**src/rtl/tcp_tx_scheduler_if.sv**
```systemverilog
// Connection-side TX mux control bundle: requests and shared-path handshakes in,
// one-hot grant, abort pulse and statistics out.
interface tcp_tx_scheduler_if #(
  parameter int NUM_REQ = 8,
  parameter int CNT_W   = 16
);
  localparam int IDX_W = (NUM_REQ > 1) ? $clog2(NUM_REQ) : 1;

  logic               enable;
  logic [NUM_REQ-1:0] req;
  logic [NUM_REQ-1:0] grant;
  logic               grant_valid;
  logic [IDX_W-1:0]   grant_idx;
  logic               hdr_valid;
  logic               hdr_ready;
  logic               tvalid;
  logic               tready;
  logic               tlast;
  logic               abort;
  logic [CNT_W-1:0]   pkt_count;
  logic [CNT_W-1:0]   timeout_count;

  modport master (
    input  enable, req, hdr_valid, hdr_ready, tvalid, tready, tlast,
    output grant, grant_valid, grant_idx, abort, pkt_count, timeout_count
  );

  modport slave (
    output enable, req, hdr_valid, hdr_ready, tvalid, tready, tlast,
    input  grant, grant_valid, grant_idx, abort, pkt_count, timeout_count
  );
endinterface

```
**src/rtl/tcp_tx_scheduler.sv**
```systemverilog
// Packet-level round-robin scheduler for the shared TCP TX IP path: one grant per
// IP packet (header then payload to tlast), with a watchdog that revokes stalled grants.
module tcp_tx_scheduler #(
  parameter int NUM_REQ        = 8,
  parameter int TIMEOUT_CYCLES = 4096,
  parameter int CNT_W          = 16
) (
  input  logic                  i_clk,
  input  logic                  i_rst,
  tcp_tx_scheduler_if.master    bus
);
  localparam int IDX_W = (NUM_REQ > 1) ? $clog2(NUM_REQ) : 1;
  localparam int WD_W  = (TIMEOUT_CYCLES > 2) ? $clog2(TIMEOUT_CYCLES) : 1;
  localparam logic [WD_W-1:0] WD_LAST = WD_W'(TIMEOUT_CYCLES - 1);

  typedef enum logic [1:0] {IDLE, HDR, PAYLOAD, RELEASE} state_t;

  state_t               state_reg, state_next;
  logic [NUM_REQ-1:0]   grant_reg, grant_next;
  logic [IDX_W-1:0]     idx_reg, idx_next;
  logic [IDX_W-1:0]     last_reg, last_next;
  logic [WD_W-1:0]      wd_reg, wd_next;
  logic                 abort_reg, abort_next;
  logic [CNT_W-1:0]     pkt_reg, pkt_next;
  logic [CNT_W-1:0]     to_reg, to_next;

  logic [NUM_REQ-1:0]   above_last;
  logic [NUM_REQ-1:0]   req_hi;
  logic [NUM_REQ-1:0]   pick_src;
  logic [NUM_REQ-1:0]   pick_onehot;
  logic [IDX_W-1:0]     pick_idx;

  logic hdr_hs;
  logic beat;
  logic wd_expired;

  // Round robin: prefer requesters above the last grant, otherwise wrap to the lowest.
  generate
    for (genvar gi = 0; gi < NUM_REQ; gi++) begin : g_pick
      assign above_last[gi]  = (IDX_W'(gi) > last_reg);
      assign pick_onehot[gi] = (pick_idx == IDX_W'(gi));
    end
  endgenerate

  assign req_hi   = bus.req & above_last;
  assign pick_src = (|req_hi) ? req_hi : bus.req;

  always_comb begin
    pick_idx = '0;
    for (int k = NUM_REQ - 1; k >= 0; k--) begin
      if (pick_src[k]) pick_idx = IDX_W'(k);
    end
  end

  assign hdr_hs     = bus.hdr_valid && bus.hdr_ready;
  assign beat       = bus.tvalid && bus.tready;
  assign wd_expired = (wd_reg == WD_LAST);

  always_ff @(posedge i_clk) begin
    if (i_rst) begin
      state_reg <= IDLE;
      grant_reg <= '0;
      idx_reg   <= '0;
      last_reg  <= IDX_W'(NUM_REQ - 1);
      wd_reg    <= '0;
      abort_reg <= 1'b0;
      pkt_reg   <= '0;
      to_reg    <= '0;
    end else begin
      state_reg <= state_next;
      grant_reg <= grant_next;
      idx_reg   <= idx_next;
      last_reg  <= last_next;
      wd_reg    <= wd_next;
      abort_reg <= abort_next;
      pkt_reg   <= pkt_next;
      to_reg    <= to_next;
    end
  end

  always_comb begin
    state_next = state_reg;
    grant_next = grant_reg;
    idx_next   = idx_reg;
    last_next  = last_reg;
    wd_next    = wd_reg;
    abort_next = 1'b0;
    pkt_next   = pkt_reg;
    to_next    = to_reg;

    unique case (state_reg)
      IDLE: begin
        if (bus.enable && (|bus.req)) begin
          grant_next = pick_onehot;
          idx_next   = pick_idx;
          last_next  = pick_idx;
          wd_next    = '0;
          state_next = HDR;
        end
      end

      HDR: begin
        if (hdr_hs) begin
          wd_next    = '0;
          state_next = PAYLOAD;
        end else if (wd_expired) begin
          grant_next = '0;
          abort_next = 1'b1;
          state_next = RELEASE;
          if (to_reg != {CNT_W{1'b1}}) to_next = to_reg + CNT_W'(1);
        end else begin
          wd_next = wd_reg + WD_W'(1);
        end
      end

      PAYLOAD: begin
        // A beat in the watchdog's final cycle counts as progress, so tlast beats timeout.
        if (beat) begin
          wd_next = '0;
          if (bus.tlast) begin
            grant_next = '0;
            pkt_next   = pkt_reg + CNT_W'(1);
            state_next = RELEASE;
          end
        end else if (wd_expired) begin
          grant_next = '0;
          abort_next = 1'b1;
          state_next = RELEASE;
          if (to_reg != {CNT_W{1'b1}}) to_next = to_reg + CNT_W'(1);
        end else begin
          wd_next = wd_reg + WD_W'(1);
        end
      end

      RELEASE: begin
        state_next = IDLE;
      end

      default: begin
        state_next = IDLE;
        grant_next = '0;
      end
    endcase
  end

  assign bus.grant         = grant_reg;
  assign bus.grant_valid   = |grant_reg;
  assign bus.grant_idx     = idx_reg;
  assign bus.abort         = abort_reg;
  assign bus.pkt_count     = pkt_reg;
  assign bus.timeout_count = to_reg;
endmodule

```
**src/flat_wrapper.sv**
```systemverilog
// flat-port wrapper written by rule: the top's interface ports become plain ports
module tcp_tx_scheduler_flat 
#(
  parameter int NUM_REQ        = 8,
  parameter int TIMEOUT_CYCLES = 4096,
  parameter int CNT_W          = 16
)
  (i_clk, i_rst, bus_enable, bus_req, bus_hdr_valid, bus_hdr_ready, bus_tvalid, bus_tready, bus_tlast, bus_grant, bus_grant_valid, bus_grant_idx, bus_abort, bus_pkt_count, bus_timeout_count);
  tcp_tx_scheduler_if #(.NUM_REQ(NUM_REQ), .CNT_W(CNT_W)) bus_i ();
  input  logic i_clk;
  input  logic i_rst;
  input wire logic [$bits(bus_i.enable)-1:0] bus_enable;
  input wire logic [$bits(bus_i.req)-1:0] bus_req;
  input wire logic [$bits(bus_i.hdr_valid)-1:0] bus_hdr_valid;
  input wire logic [$bits(bus_i.hdr_ready)-1:0] bus_hdr_ready;
  input wire logic [$bits(bus_i.tvalid)-1:0] bus_tvalid;
  input wire logic [$bits(bus_i.tready)-1:0] bus_tready;
  input wire logic [$bits(bus_i.tlast)-1:0] bus_tlast;
  output wire logic [$bits(bus_i.grant)-1:0] bus_grant;
  output wire logic [$bits(bus_i.grant_valid)-1:0] bus_grant_valid;
  output wire logic [$bits(bus_i.grant_idx)-1:0] bus_grant_idx;
  output wire logic [$bits(bus_i.abort)-1:0] bus_abort;
  output wire logic [$bits(bus_i.pkt_count)-1:0] bus_pkt_count;
  output wire logic [$bits(bus_i.timeout_count)-1:0] bus_timeout_count;
  assign bus_i.enable = bus_enable;
  assign bus_i.req = bus_req;
  assign bus_i.hdr_valid = bus_hdr_valid;
  assign bus_i.hdr_ready = bus_hdr_ready;
  assign bus_i.tvalid = bus_tvalid;
  assign bus_i.tready = bus_tready;
  assign bus_i.tlast = bus_tlast;
  assign bus_grant = bus_i.grant;
  assign bus_grant_valid = bus_i.grant_valid;
  assign bus_grant_idx = bus_i.grant_idx;
  assign bus_abort = bus_i.abort;
  assign bus_pkt_count = bus_i.pkt_count;
  assign bus_timeout_count = bus_i.timeout_count;
  tcp_tx_scheduler #(.NUM_REQ(NUM_REQ), .TIMEOUT_CYCLES(TIMEOUT_CYCLES), .CNT_W(CNT_W)) u_core (.i_clk(i_clk), .i_rst(i_rst), .bus(bus_i));
endmodule
```
**config.mk**
```make
export PLATFORM = sky130hd
export DESIGN_NAME = tcp_tx_scheduler_flat
export DESIGN_NICKNAME = d
export VERILOG_FILES = /design/src/rtl/tcp_tx_scheduler_if.sv /design/src/rtl/tcp_tx_scheduler.sv /design/src/flat_wrapper.sv
export SDC_FILE = /design/constraint.sdc
export NUM_CORES = 1
export LEC_CHECK = 0
export BUFFER_PORTS_ARGS = -buffer_cell sky130_fd_sc_hd__buf_2
export CORE_ASPECT_RATIO = 1.1
export CORE_MARGIN = 2
export CORE_UTILIZATION = 50
export CTS_CLUSTER_DIAMETER = 200
export DETAILED_ROUTE_END_ITERATION = 7
export PLACE_DENSITY_LB_ADDON = 0.1
export SETUP_SLACK_MARGIN = 0.15
export SLEW_MARGIN = 20
export SYNTH_ARGS = -nofsm -noshare
export SYNTH_HDL_FRONTEND = slang
export SYNTH_SLANG_ARGS = --single-unit
export TNS_END_PERCENT = 1
```
**constraint.sdc**
```tcl
create_clock -name i_clk -period 2.95 [get_ports i_clk]
set_input_delay 0.4425 -clock i_clk [delete_from_list [all_inputs] [get_ports i_clk]]
set_output_delay 0.4425 -clock i_clk [all_outputs]
set_load 0.01 [all_outputs]
```
==> metrics.yaml <==
yosys:
  synth-simple-area-share_pct: 26.4
  synth_top_family_by_area: "simple AND/OR/NAND/NOR gates"
  synth_fa_ha_area_share_pct: 3.12
  synth_nets: 410
  avgSynthCellArea_um2: 8.30
  synth_cells: 386
  synthMuxAreaShare_pct: 0.937
  yosys_warnings: 0
  synth_edf_count: 0
  synth_xor_area_share_pct: 7.92
  syn_area_mm2: 0.00321
  yosysSeqAreaShare_pct: 38.1
  synthFlopType: "dfxtp_1"
  synth_compound_area_share_pct: 20.2
  async_reset_ff_share_pct: 0
  ys_seq_elements: 61
  yosysUniqueCellTypes: 60
power:
  swShare_pct: 29.1
  p_leak_nw: 1.58
  power_frac_comb_pct: 16.7
  clkPwrFrac_pct: 36.1
  peakVddDrop_uv: 277
  p_switching_mw: 0.539
  seq_power_share_pct: 47.1
  power_density_mw_per_mm2: 495
  p_int_mw: 1.32
sta:
  min_period_ns: 2.35
  worst_pin_slew_ns: 0.737
  tns_ns: 0
  setup_viol: 0
  timing.fmax_mhz: 425
  drv_slew: 0
  fin_ws_ns: 0.598
  timing.final.crit_share_pct: 79.7
  slew_headroom_pct: 50.3
  hold_viol: 0
  skew_ns: 0.00762
  grt_setup_unrepaired: "false"
cells_and_area:
  nets: 471
  ff_latch_area_mm2: 0.00122
  drive_above_1_share_pct: 18.8
  antenna_cells: 0
  final_cells: 532
  nFillCells: 599
  multi_input_area_mm2: 0.00188
  syn_to_final_growth_pct: 16.9
outcome:
  status: "finished, final reports clean"
clock_tree:
  clock_tree.root_cell: "clkbuf_8"
  cts_inserted_buffers: 9
  clk_latency_ns: 0.34
  hold_buffers: 0
  clockBufferDepth: 2
  ctsResizeCount: 0
  htree_levels: 3
  clkTransAtPathRegs_ns: 0.06
  clock-sinks: 61
  cts_tree: "yes"
  post_cts_buffers: 0
global_route:
  grt_busiest_layer: "met2"
  grt_usage_pct: 22.0
  grt_use_met3_pct: 4.95
  grt.overflow.total: 0
  grt_pass1_vias: 2680
  met2_usage_pct: 36.4
  antenna_found_initial: 0
  grt_pass1_wl_um: 12200
  grt_use_met1_pct: 27.8
  grt_max_degree: 36
detailed_routing:
  first_pass_iters: 4
  vias: 2975
  drcViolationCount: 0
  routed_via_density: 5.59
  finalWirelength_um: 7410
  drt_iter0_markers: 138
  ant_nets: 0
  wl_per_cell_um: 13.9
floorplan:
  core_mm2: 0.00619
  ios: 61
  die_w_um: 80.3
  initial_core_util_pct: 51.8
  dieArea_mm2: 0.00707
  dieHeight_um: 88.0
  row_count: 30
place:
  dp.cells: 516
  place_ws_ns: 0.612
  place_congestion: 0.889
  place_hpwl_um: 5440
  io_buffers: 60
setup_path:
  critical-path-slowest-cell: "dfxtp_1"
  crit_fanout: 12
  path_cells: "nand2_1 -> a31oi_1 -> a21o_1 -> o311ai_4 -> nor3_1 -> nor2_2 -> a32o_1"
  rrSetupSlack_ns: 0.60
  end_kind: "register"
  start_kind: "register"
  crit_arrival_ns: 2.58
  slowest_delay_ns: 0.54
  worstPathRequired_ns: 3.18
  critical_path_class: "register to register"
flow_run:
  cap_violations: 0
min_path:
  min_path_type: "register to register"
area by class of cell:
| type | instances | area share (%) |
|---|---|---|
| clock buffer | 12 | 4.14 |
| multi-input combinational | 300 | 50.2 |
| inverter | 12 | 1.20 |
| tap | 80 | 2.67 |
| timing repair buffer | 63 | 8.62 |
| sequential | 61 | 32.6 |
| clock inverter | 4 | 0.601 |
layer usage:
layer	vias to the layer above	part of all wire (%)
met5	-	0
met4	0	1.3
met3	13	3.4
met2	58	48
met1	1385	47
li1	1519	-
stage by stage:
stage / cell area [µm²] / util (%) / hold WS, ns / power, mW
6_report: 3750 / 60.5 / 0.455 / 1.85
5_1_grt: 3750 / 60.5 / 0.486 / 1.94
4_1_cts: 3750 / 60.5 / 0.459 / 1.86
3_5_place_dp: 3570 / 57.6 / 0.450 / 1.20
3_3_place_gp: 3570 / 57.6 / 0.441 / 1.19
2_1_floorplan: 3210 / - / 0.481 / 1.11
cell usage after synthesis, drive strengths merged, types with 2 or more instances:
cell,instances,area (µm²)
dfxtp,61,1220
nor2,58,220
nand2,33,124
a21oi,24,120
nand3,18,95.1
xor2,16,140
o21ai,14,70.1
and3,13,81.3
xnor2,13,114
inv,12,45.0
nand2b,9,56.3
nor3,9,45.0
ha,8,100
clkbuf,7,26.3
nand4,7,43.8
a211oi,6,45.0
buf,6,33.8
a32o,5,50.1
nor4,5,46.3
or3,5,31.3
a21o,4,30.0
a31oi,4,25.0
and4,4,35.0
mux2i,3,30.0
o211ai,3,22.5
o21a,3,22.5
a21boi,2,15.0
a22oi,2,15.0
nand4b,2,17.5
nor2b,2,12.5
o211a,2,27.5
o221a,2,22.5
o22ai,2,12.5
o32ai,2,17.5
cells by family after synthesis:
family          Yosys count
simple gates            170
fa+ha+maj                 8
compound gates           90
buf+inv                  25
flops                    61
xor+xnor                 29
mux                       3
power groups by stage:
stage               sequential, mW  combinational [mW]  clock [mW]
floorplan                    0.883               0.230           0
global placement             0.891               0.304           0
detailed placement           0.892               0.309           0
CTS                          0.874               0.311       0.680
global route                 0.877               0.343       0.723
finish                       0.874               0.311       0.670
path summary, 6_finish.rpt:
check	from	end	cells past startpoint
max	u_core.last_reg[1]$_SDFFE_PP1P_	u_core.bus.grant[2]$_SDFFE_PP0P_	7
min	u_core.bus.grant_idx[2]$_SDFFE_PP0P_	u_core.bus.grant_idx[2]$_SDFFE_PP0P_	2
min reg2reg	u_core.bus.grant_idx[2]$_SDFFE_PP0P_	u_core.bus.grant_idx[2]$_SDFFE_PP0P_	2
max reg2reg	u_core.last_reg[1]$_SDFFE_PP1P_	u_core.bus.grant[2]$_SDFFE_PP0P_	7
cell usage in the layout, fill, tap and decap left out, drive strengths merged, types with 12 or more instances in the layout:
cell / netlist / layout
buf: 6 / 63
nand3: 18 / 18
clkbuf: 7 / 12
and3: 13 / 13
nand2: 33 / 33
o21ai: 14 / 14
a21oi: 24 / 24
inv: 12 / 12
xnor2: 13 / 13
nor2: 58 / 58
xor2: 16 / 16
dfxtp: 61 / 61
critical path, delay by kind of cell, from the launching register on:
| family | cells | cell delay, ns |
|---|---|---|
| compound gates | 4 | 1.02 |
| flops | 1 | 0.54 |
| simple gates | 3 | 0.68 |
No activity file was read; power rests on OpenSTA's default activity.
